## src/rtl/fifo_rd_ctrl.sv

```systemverilog
// fifo_rd_ctrl -- read-side controller for an asynchronous FIFO.
//
// Owns the binary read counter and drives the RAM read address. It publishes a
// registered Gray read pointer to the write domain and presents data through a
// one-word registered output stage with valid/ready handshaking.
//
// Build option: define FIFO_RD_PTR_CHECK_EN to enable the sticky pointer
// consistency check on r_err. Without it, r_err is tied to 0 and no check
// logic is built.
//
// Parameters:
//   address_width  FIFO depth is 2**address_width words
//   data_width     word width
//   ae_thresh      almost-empty threshold in words
//
// Ports:
//   r_clk           read clock; all state changes on its rising edge
//   rrst_n          asynchronous active-low reset
//   rq2_wptr        Gray write pointer, already synchronized into r_clk
//   mem_rdata       RAM read data at raddr (combinational)
//   r_ready         consumer accepts r_data this cycle
//   r_valid         r_data holds a valid word
//   r_data          registered output word
//   raddr           RAM read address (low bits of the binary read counter)
//   rptr            registered Gray read pointer for the write domain
//   rempty          registered pointer-level empty flag
//   r_level         words in RAM not yet fetched (combinational)
//   r_almost_empty  r_level <= ae_thresh
//   r_err           sticky pointer-consistency error
module fifo_rd_ctrl #(
  parameter int unsigned address_width = 3,
  parameter int unsigned data_width    = 8,
  parameter int unsigned ae_thresh     = 1
) (
  input  logic                     r_clk,
  input  logic                     rrst_n,
  input  logic [address_width:0]   rq2_wptr,
  input  logic [data_width-1:0]    mem_rdata,
  input  logic                     r_ready,
  output logic                     r_valid,
  output logic [data_width-1:0]    r_data,
  output logic [address_width-1:0] raddr,
  output logic [address_width:0]   rptr,
  output logic                     rempty,
  output logic [address_width:0]   r_level,
  output logic                     r_almost_empty,
  output logic                     r_err
);

  localparam int unsigned DEPTH = 1 << address_width;

  logic [address_width:0] rbin;
  logic [address_width:0] rbin_next;
  logic [address_width:0] rgray_next;
  logic [address_width:0] wbin;
  logic                   fetch;

  // Gray-to-binary: bit i is the XOR of all Gray bits from the MSB down to i.
  always_comb begin
    wbin = '0;
    for (int unsigned i = 0; i <= address_width; i++) begin
      wbin[i] = ^(rq2_wptr >> i);
    end
  end

  // A word is fetched whenever RAM is non-empty and the output stage is free
  // or being drained this cycle, which gives one word per cycle when r_ready
  // stays high.
  always_comb begin
    fetch      = !rempty && (!r_valid || r_ready);
    rbin_next  = rbin + {{address_width{1'b0}}, fetch};
    rgray_next = rbin_next ^ (rbin_next >> 1);
  end

  assign raddr          = rbin[address_width-1:0];
  assign r_level        = wbin - rbin;
  assign r_almost_empty = (32'(r_level) <= ae_thresh);

  always_ff @(posedge r_clk or negedge rrst_n) begin
    if (!rrst_n) begin
      rbin    <= '0;
      rptr    <= '0;
      rempty  <= 1'b1;
      r_valid <= 1'b0;
      r_data  <= '0;
    end else begin
      rbin   <= rbin_next;
      rptr   <= rgray_next;
      rempty <= (rgray_next == rq2_wptr);
      if (fetch) begin
        r_data  <= mem_rdata;
        r_valid <= 1'b1;
      end else if (r_ready) begin
        r_valid <= 1'b0;
      end
    end
  end

`ifdef FIFO_RD_PTR_CHECK_EN
  // More than DEPTH outstanding words cannot occur with a consistent write
  // pointer, so the error latches until reset.
  always_ff @(posedge r_clk or negedge rrst_n) begin
    if (!rrst_n) begin
      r_err <= 1'b0;
    end else if (32'(r_level) > DEPTH) begin
      r_err <= 1'b1;
    end
  end
`else
  assign r_err = 1'b0;
`endif

endmodule

```

## config.mk

```make
export PLATFORM = sky130hd
export DESIGN_NAME = fifo_rd_ctrl
export DESIGN_NICKNAME = d
export VERILOG_FILES = /design/src/rtl/fifo_rd_ctrl.sv
export SDC_FILE = /design/constraint.sdc
export NUM_CORES = 1
export LEC_CHECK = 0
export BUFFER_PORTS_ARGS = -buffer_cell sky130_fd_sc_hd__buf_2
export CORE_MARGIN = 1
export CORE_UTILIZATION = 49
export CTS_CLUSTER_DIAMETER = 200
export DETAILED_ROUTE_END_ITERATION = 12
export PLACE_DENSITY = 0.82
export SYNTH_ARGS = -nofsm -noshare
export SYNTH_HDL_FRONTEND = slang
export SYNTH_SLANG_ARGS = --single-unit
```

## constraint.sdc

```tcl
create_clock -name r_clk -period 3.6 [get_ports r_clk]
set_input_delay 0.54 -clock r_clk [delete_from_list [all_inputs] [get_ports r_clk]]
set_output_delay 0.54 -clock r_clk [all_outputs]
set_load 0.03 [all_outputs]
```

# Word-level counts from Yosys, hierarchy flattened
# Index checks and enable logic that the tools add are counted.
[word_totals]
wordCells = 21
ff_bits = 18
out_inout_bits = 23
in_bits = 15
[op_classes]
n_addsub = 2
n_lt_le_gt_ge = 1
eq_ne = 1
mux = 2
n_reduce_logical = 9
bitwise_logic = 1
[op_table]
columns = ["operator", "count"]
rows = [
  ["4-bit parity", 4],
  ["4-bit by 1-bit adder with 4-bit output", 1],
  ["4-bit equality test", 1],
  ["4-bit by 1-bit <= comparator with 1-bit output, second input constant", 1],
  ["4-bit subtractor", 1],
  ["4-bit by 3-bit XOR with 4-bit output", 1],
  ["1-bit logical NOT", 2],
  ["1-bit two-way mux", 2],
  ["2-bit nonzero test", 1],
  ["1-bit logical AND", 1],
  ["1-bit logical OR", 1],
]

# Depth between registers and ports, before layout
[logic_depth]
ltp_word = 6
ltp_mapped = 8
depth_no_buf = 8

# Worst setup path after synthesis
# No wires, ideal clock.
[synth_path]
path_kind = "in2out"
from = "input port rq2_wptr[3]"
to = "output port r_almost_empty"
slack_ps = 442
path_buffers = 0
arrival_time_ps = 2618
cell_stages = 8
required_time_ps = 3060
cell_sequence = "xor2_1 xor2_1 xnor2_1 ha_1 inv_1 fa_1 xor2_1 a211oi_2"
[synth_via]
elab_chain_cells = 3
word_cells_on_any_way = 6
classes_between = "add/sub (1); order compare (1); reduce/logical (4)"
[synth_rtl]
columns = ["item", "line_no", "source"]
rows = [
  ["start, declared", "37", "input logic [address_width:0] rq2_wptr,"],
  ["4-bit parity", "62", "wbin[i] = ^(rq2_wptr >> i);"],
  ["4-bit subtractor (*)", "76", "assign r_level = wbin - rbin;"],
  ["net r_level[2]", "45", "output logic [address_width:0] r_level,"],
  ["4-bit by 1-bit <= comparator with 1-bit output (*)", "77", "assign r_almost_empty = (32'(r_level) <= ae_thresh);"],
  ["end, declared", "46", "output logic r_almost_empty,"],
]
# Mark *: on every way through the listed nets, which the timed path passes. The rest lies on a longest branch.

# Worst setup path after layout
[layout_path]
from = "input port rq2_wptr[3]"
to = "output port r_almost_empty"
[layout_via]
elab_chain_cells = 3
word_cells_on_any_way = 6
classes_between = "add/sub (1); order compare (1); reduce/logical (4)"
[layout_rtl]
columns = ["item", "line_no"]
rows = [
  ["4-bit parity", "62"],
  ["4-bit subtractor (*)", "76"],
  ["4-bit by 1-bit <= comparator with 1-bit output (*)", "77"],
]
# Every way passes the cells marked *; elsewhere a longest branch is shown, timed or not.

==> out/results.txt <==
Crit path required time: 3.06 ns
post-synthesis cell area: 860 um^2
area grow syn2layout: 26.5%
final hold violations: 0
Num CTS Buffers: 3
Primary FF master, synth: dfrtp_1
P_leak: 0.553 nW
Root Buffer: clkbuf_4
commonest non-fill, non-tap cell in the layout: buf_2
antenna-violating nets left: 0
worst vdd ir: 708 uV
Post-CTS Setup Inserts: 0
Core ar.: 1580 um^2
Residual DRC: 2
PortBufs: 36
Fin Setup TNS: 0 ns
status: finished, violations left
crit path max fanout: 3
most frequent cells in the layout: 36 x buf_2, 16 x dfrtp_1, 8 x mux2_2
Arr. time, crit path: 2.63 ns
1st-pass router iterations: 10
Worst setup EP type: primary output
failing checks: DRC
crit path kind: in2out
routability cong.: 0.736
DIE WIDTH: 43.9 um
I/O pin count: 38
worst min path class: in2async
# hold bufs at CTS: 0
Top cell by count, worst path: xor2_1
Initial Util: 54.5%
RSZ-0062 raised after global routing: no
cells along the critical path: buf_2 > xor2_1 > xor2_1 > xnor2_1 > ha_1 > inv_1 > fa_1 > xor2_1 > a211oi_2 > buf_2
Synth Warn #: 0
fraction of layout cells with a size suffix above 1: 50.0%
critical path buffer and inverter count: 3
final net count: 130
Clock Pin Slew Worst Setup and Hold Paths: 0.10 ns
Post-synth EDFFs: 0
final setup vio count: 0
post-synthesis net count: 89
Global Route Usage Sum: 18.9%
share of the synthesized area in the top cell type: 46.6%
initial antenna violation count: 0
Power Density: 1030 nW/um^2
FMAX: 316 MHz
Die H: 43.9 um
Slowest Stage Delay on Critical Path: 0.38 ns
Synth async-reset ratio: 100%
Max-cap violations: 0
largest net degree at the start of global routing: 18
Vias/cell: 4.94
Pins Over Slew Limit: 0
Tcrit/Tclk final: 88.0%
post_cts resized: 0
critical path's top delay family: XOR/XNOR gates
vias in the first global route: 616
clk_lat worst skew: 0.29 ns
Hold WS: 0.149 ns
Multi-input gate area: 399 um^2
initial DRC count: 11
post-synthesis sequential area ratio: 49.6%
Yosys cell types: 23
H-tree levels: 1
Clock Sinks: 17
ANT cells: 0
first-pass GRT wire length: 2550 um
WL/cell: 12.2 um
CTS tree: done
Total Wirelength: 1510 um
hpwl dp: 1260 um
Final Skew: 0.00909 ns
Avg Synthesized Cell Area: 12.6 um^2
top area cells in the synthesized netlist: dfrtp_1 47%, mux2_2 10%, ha_1 7.3%
number of fillers in the final layout: 117
Startpoint Class: input pin
minimum clock period after layout: 3.17 ns
register cell area after layout: 427 um^2
synthesized flop and latch total: 17
Die ar.: 1930 um^2
Remaining Overflow, GRT: 0
Synth area leader: dfrtp_1
number of core rows: 14
critical path's slowest cell: fa_1
Mapped Cells: 68
CTS Buffer Depth: 2
vias: 613
==> worst paths after layout <==
kind | end | slack [ns] | start | cells after the start
max | r_almost_empty | 0.43 | rq2_wptr[3] | 10
min | rptr[2]$_DFF_PN0_ | 0.15 | rrst_n | 1
max reg2reg | rempty$_DFF_PN1_ | 1.44 | rempty$_DFF_PN1_ | 8
min reg2reg | r_valid$_DFFE_PN0P_ | 0.49 | rempty$_DFF_PN1_ | 1
max in group asynchronous | rempty$_DFF_PN1_ | 3.14 | rrst_n | 1
min in group r_clk | r_valid$_DFFE_PN0P_ | 0.45 | r_ready | 2
==> where the power goes <==
part | internal [mW] | switching [mW] | leakage, nW
combinational | 0.254 | 0.460 | 0.341
clock | 0.0413 | 0.0567 | 0.0177
sequential | 0.259 | 0.0454 | 0.195
total | 0.554 | 0.562 | 0.553
==> per-layer routing <==
metal / wire length (um) / share of wire [%] / track usage, %
met1: 617 / 41 / 20.4
met2: 782 / 52 / 33.1
met3: 79 / 5.2 / 6.25
met4: 29 / 1.9 / 9.09
met5: 0 / 0 / 0
==> cell type report <==
cell class	count	area share, %
Tap cell	16	1.84
Clock inverter	1	0.460
Inverter	7	2.42
Sequential cell	17	39.2
Clock buffer	3	2.07
Timing Repair Buffer	37	17.3
Multi-Input combinational cell	43	36.7
==> state kept, by name (all words and copies together), names as in the netlist <==
register	cells
r_data	8
rempty	1
rbin	4
rptr	3
r_valid	1
==> through the flow <==
stage / std cells / util, % / instance area, um^2 / worst slack (ns) / total power, mW
floorplan: 68 / - / 860 / 0.442 / 0.854
global placement: 120 / 67.2 / 1060 / 0.490 / 1.01
detailed placement: 120 / 67.2 / 1060 / 0.449 / 1.03
CTS: 124 / 69.0 / 1090 / 0.417 / 1.13
global route: 124 / 69.0 / 1090 / 0.266 / 1.20
finish: 124 / 69.0 / 1090 / 0.433 / 1.12
==> kinds of logic after synthesis <==
kind of cell	count (synthesis)	synth area share [%]
flip-flops	17	49.6
adder cells (fa/ha/maj)	6	9.61
other	1	0.436
buffers and inverters	8	3.93
XOR/XNOR	14	14.3
multiplexers	8	10.5
AND/OR/NAND/NOR	8	5.82
AO/OA/AOI/OAI	6	5.82
==> cell usage after synthesis, drive strengths merged, types with 2 or more instances <==
master,number
mux2,8
nand2,2
o21ai,2
xnor2,7
ha,5
inv,7
dfrtp,16
xor2,7
Note: power is estimated with default switching activity, not from simulation.
